### config.mk
export PLATFORM = sky130hd
export DESIGN_NAME = laser_bank
export DESIGN_NICKNAME = d
export VERILOG_FILES = /design/src/rtl/laser_bank.sv
export SDC_FILE = /design/constraint.sdc
export NUM_CORES = 2
export LEC_CHECK = 0
export CORE_ASPECT_RATIO = 0.8
export CORE_MARGIN = 10
export CORE_UTILIZATION = 60
export DETAILED_ROUTE_END_ITERATION = 7
export MAX_ROUTING_LAYER = met4
export PLACE_DENSITY = 0.78
export REMOVE_ABC_BUFFERS = 1
export SLEW_MARGIN = 25
export SYNTH_ARGS = -nofsm -noshare
export SYNTH_HDL_FRONTEND = slang
export SYNTH_SLANG_ARGS = --single-unit
### constraint.sdc
create_clock -name clk -period 14.6 [get_ports clk]
set_input_delay 2.92 -clock clk [delete_from_list [all_inputs] [get_ports clk]]
set_output_delay 2.92 -clock clk [all_outputs]
set_load 0.05 [all_outputs]
### src/rtl/laser_bank.sv
// Multi-shot player laser manager: spawns, moves and retires up to NUM_SHOTS lasers and
// draws them as discs. Define LASER_BANK_AUTOFIRE_EN to let a held fire keep spawning.
module laser_bank #(
    parameter int NUM_SHOTS     = 4,
    parameter int RADIUS        = 4,
    parameter int STEP_MOTION   = 2,
    parameter int COOLDOWN      = 16,
    parameter int SCREEN_WIDTH  = 640,
    parameter int SCREEN_HEIGHT = 480,
    parameter int SHIP_HEIGHT   = 30,
    parameter int V_OFFSET      = 10,
    parameter int LASER         = 6,
    parameter int BACKGROUND    = 0
) (
    input  logic                   clk,
    input  logic                   reset,
    input  logic                   enable,
    input  logic                   fire,
    input  logic [9:0]             gunPosition,
    input  logic [NUM_SHOTS-1:0]   kill,
    input  logic [9:0]             hPos,
    input  logic [9:0]             vPos,
    output logic [10*NUM_SHOTS-1:0] xLaser,
    output logic [10*NUM_SHOTS-1:0] yLaser,
    output logic [NUM_SHOTS-1:0]   alive,
    output logic [2:0]             colorLaser
);

    localparam logic [9:0]  X_PARK  = 10'(SCREEN_WIDTH - 1);
    localparam logic [9:0]  Y_PARK  = 10'(SCREEN_HEIGHT - 1);
    localparam logic [9:0]  Y_SPAWN = 10'(SCREEN_HEIGHT - V_OFFSET - SHIP_HEIGHT - RADIUS);
    localparam logic [9:0]  STEP    = 10'(STEP_MOTION);
    localparam logic [21:0] R_SQ    = 22'(RADIUS * RADIUS);
    localparam int          CD_W    = (COOLDOWN > 0) ? $clog2(COOLDOWN + 1) : 1;
    localparam logic [CD_W-1:0] CD_LOAD = CD_W'(COOLDOWN);

    logic [9:0]           x_q [NUM_SHOTS];
    logic [9:0]           x_d [NUM_SHOTS];
    logic [9:0]           y_q [NUM_SHOTS];
    logic [9:0]           y_d [NUM_SHOTS];
    logic [NUM_SHOTS-1:0] alive_q, alive_d;
    logic [CD_W-1:0]      cooldown_q, cooldown_d;
    logic [2:0]           color_q, color_d;
    logic [NUM_SHOTS-1:0] spawn_sel;
    logic                 fire_req;
    logic                 spawn;

    // Distances are formed as 11-bit two's complement so a pixel left of the laser
    // yields a small negative dx rather than a large unsigned one.
    function automatic logic [21:0] dist_sq(input logic [9:0] ax, input logic [9:0] ay,
                                            input logic [9:0] bx, input logic [9:0] by);
        logic [10:0] dx, dy, adx, ady;
        dx  = {1'b0, ax} - {1'b0, bx};
        dy  = {1'b0, ay} - {1'b0, by};
        adx = dx[10] ? (11'd0 - dx) : dx;
        ady = dy[10] ? (11'd0 - dy) : dy;
        return ({11'd0, adx} * {11'd0, adx}) + ({11'd0, ady} * {11'd0, ady});
    endfunction

`ifdef LASER_BANK_AUTOFIRE_EN
    assign fire_req = fire;
`else
    logic fire_prev_q, fire_prev_d;

    assign fire_req    = fire & ~fire_prev_q;
    assign fire_prev_d = enable ? fire : fire_prev_q;

    always_ff @(posedge clk) begin
        if (reset) fire_prev_q <= 1'b0;
        else       fire_prev_q <= fire_prev_d;
    end
`endif

    // Lowest clear bit of the pre-tick alive vector; slots retiring this tick stay unused.
    assign spawn_sel = ~alive_q & (alive_q + NUM_SHOTS'(1));
    assign spawn     = enable & fire_req & (cooldown_q == '0) & (|spawn_sel);

    always_comb begin
        alive_d    = alive_q;
        cooldown_d = cooldown_q;
        for (int i = 0; i < NUM_SHOTS; i++) begin
            x_d[i] = x_q[i];
            y_d[i] = y_q[i];
            if (enable) begin
                if (alive_q[i]) begin
                    if (kill[i] || (y_q[i] < STEP)) begin
                        x_d[i]     = X_PARK;
                        y_d[i]     = Y_PARK;
                        alive_d[i] = 1'b0;
                    end else begin
                        y_d[i] = y_q[i] - STEP;
                    end
                end else if (spawn && spawn_sel[i]) begin
                    x_d[i]     = gunPosition;
                    y_d[i]     = Y_SPAWN;
                    alive_d[i] = 1'b1;
                end
            end
        end
        if (enable) begin
            if (spawn)                   cooldown_d = CD_LOAD;
            else if (cooldown_q != '0)   cooldown_d = cooldown_q - CD_W'(1);
        end
    end

    always_comb begin
        color_d = 3'(BACKGROUND);
        for (int i = 0; i < NUM_SHOTS; i++) begin
            if (alive_q[i] && (dist_sq(hPos, vPos, x_q[i], y_q[i]) <= R_SQ))
                color_d = 3'(LASER);
        end
    end

    // NOTE: state registers use non-blocking assignments so every slot updates from the same pre-edge values.
    always_ff @(posedge clk) begin
        if (reset) begin
            for (int i = 0; i < NUM_SHOTS; i++) begin
                x_q[i] <= X_PARK;
                y_q[i] <= Y_PARK;
            end
            alive_q    <= '0;
            cooldown_q <= '0;
            color_q    <= 3'(BACKGROUND);
        end else begin
            for (int i = 0; i < NUM_SHOTS; i++) begin
                x_q[i] <= x_d[i];
                y_q[i] <= y_d[i];
            end
            alive_q    <= alive_d;
            cooldown_q <= cooldown_d;
            color_q    <= color_d;
        end
    end

    for (genvar g = 0; g < NUM_SHOTS; g++) begin : g_pack
        assign xLaser[10*g +: 10] = x_q[g];
        assign yLaser[10*g +: 10] = y_q[g];
    end

    assign alive      = alive_q;
    assign colorLaser = color_q;

endmodule

After elaboration in Yosys (flattened, before gate mapping) --
Memory sizes are Yosys's and may differ from the RTL's. Cells that the tools add are included. Widths: inputs -> output; s select.
Operators by class: $add $sub $neg 26, multiply operators 8, div/mod/pow operators 0, $lt $le $gt $ge 8, equality and inequality tests 0, shift operators 0, mux-type cells 69, bitwise logic cells 15, reductions and logical operators 18
Operator list (number):
- $mux 10 | 40
- $mul 11x11->22 | 8
- $add 22x22->22 | 4
- $le 22x5->1 const B | 4
- $mux 11 | 8
- $sub 1x11->11 const A | 8
- $sub 10x10->11 | 8
- $lt 10x2->1 const B | 4
- $sub 10x2->10 const B | 4
- $mux 1 | 15
- $mux 3 | 4
- $mux 5 | 2
- $logic_and 1x1->1 | 8
- $or 1x1->1 | 8
- $reduce_or 4->1 | 2
- $logic_not 5->1 | 1
- $reduce_bool 5->1 | 1
- $sub 5x1->5 const B | 1
- $add 4x1->4 const B | 1
- $and 1x1->1 | 4
- $and 4x4->4 | 1
- $logic_or 1x1->1 | 4
- $not 4->4 | 1
- $reduce_and 2->1 | 1
- other kinds (2) | 2
Word-level totals: register bits 13, bits in latches 0, memory bits (writable) 80, ROM bits 0, bits of input ports 38, output and inout bits 87, logic and storage cells 151, memories kept 2
Memories:
- x_q | words 4, width 10, rd ports 4, clocked after memory_dff 0, write ports 4, line 37 | logic [9:0] x_q [NUM_SHOTS];
- y_q | words 4, width 10, rd ports 4, clocked after memory_dff 0, write ports 4, line 39 | logic [9:0] y_q [NUM_SHOTS];

Longest topological paths before layout --
word-level depth 11, depth in mapped cells 39, mapped depth without buffers 38

Worst setup path after synthesis --
OpenSTA, ideal clock, no wires.
kind input-to-reg, start input vPos[0], end register color_q[1] (netlist: colorLaser[1]), setup time 0.129 ns, arrival 11.566 ns, required time 14.471 ns, setup slack 2.905 ns, stages on the path 33, buffers on the path 0, path through inv_1 -> ha_1 -> inv_1 -> fa_1 -> a21o_1 -> a21oi_1 -> xnor2_1 -> or4_1 -> or3_1 -> o31ai_1 -> xor2_1 -> nor2_1 -> fa_1 -> inv_1 -> fa_1 -> fa_1 -> inv_1 -> fa_1 -> fa_1 -> inv_1 -> fa_1 -> fa_1 -> inv_1 -> ha_1 -> and3_1 -> a2111o_1 -> o221ai_1 -> o21ai_1 -> a21o_1 -> a2111oi_0 -> nor3_1 -> xnor2_1 -> o221ai_2
On the way: word-level cells in the longest chain between the ends 11, elaborated cells between the ends (all ways) 32, classes of those cells 12 x add/sub; 4 x mul; 4 x order compare; 8 x mux; 4 x reduce/logical
Ends and longest elaborated chain:
- from (decl) | line 22 | input logic [9:0] vPos,
- $sub 10x10->11 | line 54 | dy = {1'b0, ay} - {1'b0, by};
- $sub 1x11->11 | line 56 | ady = dy[10] ? (11'd0 - dy) : dy;
- $mux 11 | line 56
- $mul 11x11->22 | line 57 | return ({11'd0, adx} * {11'd0, adx}) + ({11'd0, ady} * {11'd0, ady});
- $add 22x22->22 | line 57
- $le 22x5->1 | line 109 | if (alive_q[i] && (dist_sq(hPos, vPos, x_q[i], y_q[i]) <= R_SQ))
- $logic_and 1x1->1 | line 109
- $mux 3 (3 in series) | line 109
- $mux 3 * | line 109
- to (signal assigned) | line 123 | color_q <= 3'(BACKGROUND);
- to (signal assigned) | line 131 | color_q <= color_d;
- to (decl) | line 43 | logic [2:0] color_q, color_d;
Every way passes the cells marked *; elsewhere a longest branch is shown, timed or not. A chain may end at the register's enable or synchronous reset.

Final worst setup path --
start input vPos[1], end register color_q[1] (netlist: colorLaser[1])
Same word-level chain as after synthesis.

==> results.txt <==
CTS resizes -> 0
Worst-Margin Slew -> 1063 ps
Worst rel slew slack -> 28.93%
Layout Cells excl Fill -> 5122
Clk_lat worst skew -> 390 ps
CP endpoint kind -> register
Fin. Hold Viols -> 0
Routed Antenna Nets -> 0
Final wirelength -> 92520 um
Layout cell share with drive strength beyond 1 -> 3.951%
Avg Cell Area, Syn -> 8.543 um2
Number of CTS-inserted buffers -> 9
Core area -> 58420 um2
Fin Clk Skew -> 16.07 ps
Critical setup path kind -> in -> reg
Die X -> 292.3 um
EDFF count, synth -> 0
Antenna violations before repair -> 0
Synth Instances -> 4167
WHS -> 489.3 ps
Via Count -> 28370
Max Cap Viol -> 0
Critical Path Start Type -> input port
Synth warn -> 0
Max-slew violation count -> 0
FFs w/ async S/R, synth -> 0%
DR vias/cell -> 5.539
Starting Density -> 60.94%
Library cells used by synthesis -> 90
Vias in the first global route -> 28340
Setup_tns -> 0 ps
All-Layer GR Usage -> 27.72%
CTS tree -> yes
DR WL/cell -> 18.06 um
Synth Register Bits -> 91
GRT Residual Overflow -> 0
Cts hold-fix bufs -> 0
Sequential cell area fraction in the yosys report -> 5.117%
Area delta synth->final -> 8.158%
Hold Crit Class -> reg -> reg
PortBufs -> 123
Final worst path period need -> 13290 ps
RSZ-0062 raised after global routing -> no
Clock sink total -> 91
Net count, final -> 5506
Most frequent cells in the layout -> inv_1 (1110), fa_1 (664), ha_1 (455)
N_diodes -> 0
CP Data Required Time -> 14910 ps
Die H -> 237.9 um
Gpl congestion -> 0.9804
Status -> completed
Synth Flop Type -> dfxtp_1
Largest net degree at the start of global routing -> 34
Crit path DAT -> 13600 ps
CP max FO -> 8
Count of final setup violators -> 0
CP peak stage delay -> 900 ps
Max Clock Freq -> 75.25 MHz
Drt pass-1 iters -> 5
Rows -> 79
Htree depth -> 3
DRC viols -> 0
Leading cell type in the layout, fill and taps excluded -> inv_1
Clk pin slew, worst setup/hold paths -> 80 ps
Mapped cell area -> 35600 um2
Inst Count DP -> 5107
Clock root cell -> clkbuf_16
1st-iter DRT viols -> 2218
CTS max path bufs -> 2
DIE AREA -> 69540 um2
Global-route wire length before repair -> 149900 um
I/O Pins -> 125
Setup Buffers After CTS -> 0
DP HPWL -> 80190 um
Worst path most repeated cell -> fa_1
Worst path slowest cell -> clkdlybuf4s50_1
Final period utilization -> 91.03%
-- metal layers --
metal / track usage (%) / part of all wire [%]
met5: - / 0
met3: 6.978 / 10
met4: 4.884 / 1.9
met1: 38.38 / 44
met2: 41.22 / 43
-- sequential cells by signal, summed over array words and instances (netlist names) --
signal / cells
y_q: 40
alive: 4
x_q: 40
fire_prev_q: 1
cooldown_q: 5
colorLaser: 1
-- area by class of cell --
class	count	area, um2
multi-input cells	2942	29550
fillers	4829	19910
inverters	1124	4219
flip-flops and latches	91	1822
repair buffers	181	1662
well taps	769	962.2
clock buffers	10	229.0
clock inverters	5	62.56
-- Yosys cell counts (19+ instances only) --
cell type,n,area (um2)
nor3_1,73,365.4
inv_1,1110,4167
ha_1,455,5693
o22ai_1,28,175.2
a31oi_1,22,137.6
xor2_1,63,551.8
xnor2_1,129,1130
nand2b_1,46,287.8
nand2_1,204,765.7
nor2b_1,25,156.4
a21oi_1,128,640.6
o21a_1,22,165.2
and2_1,29,181.4
or2_2,58,362.9
clkbuf_1,63,236.5
or2_1,21,131.4
nor2_1,420,1577
nand3_1,34,170.2
or3_1,19,118.9
dfxtp_1,91,1822
a21o_1,35,262.8
fa_1,664,13290
nor4_1,26,162.7
o21ai_0,80,400.4
-- worst paths after layout --
path              startpoint       endpoint  slack, ps  cells past startpoint
setup / recovery     vPos[1]  colorLaser[1]       1310                     32
setup reg to reg   y_q[3][0]  colorLaser[1]       4250                     33
hold reg to reg    x_q[2][2]      x_q[2][2]        490                      2
hold / removal     x_q[2][2]      x_q[2][2]        490                      2
-- cells by family after synthesis --
kind of cell,share of synthesized area (%)
flip-flops,5.117
adder cells (fa/ha/maj),53.33
multiplexers,0.5026
AND/OR/NAND/NOR,13.98
other,0.02110
buffers and inverters,12.60
XOR/XNOR,4.896
AO/OA/AOI/OAI,9.546
-- per-stage QoR --
step	utilization (%)	setup slack, ps	cell area, um2
2_1_floorplan	-	2905	35550
3_3_place_gp	65.36	1266	38180
3_5_place_dp	65.38	1007	38190
4_1_cts	65.88	1453	38490
5_1_grt	65.91	696.1	38500
6_report	65.91	1310	38500
-- critical path: cells and delay by family --
kind	cells	cell delay, ps
AOI/OAI and AO/OA	12	3350
xor gates and xnor gates	1	640
and+or+nand+nor	4	1010
buffers and inverters	6	1440
adders and majority gates	9	4230
Power is left out: the tool's default activity adds up to more than one toggle a clock period on the data nets, which glitch-free logic cannot reach.
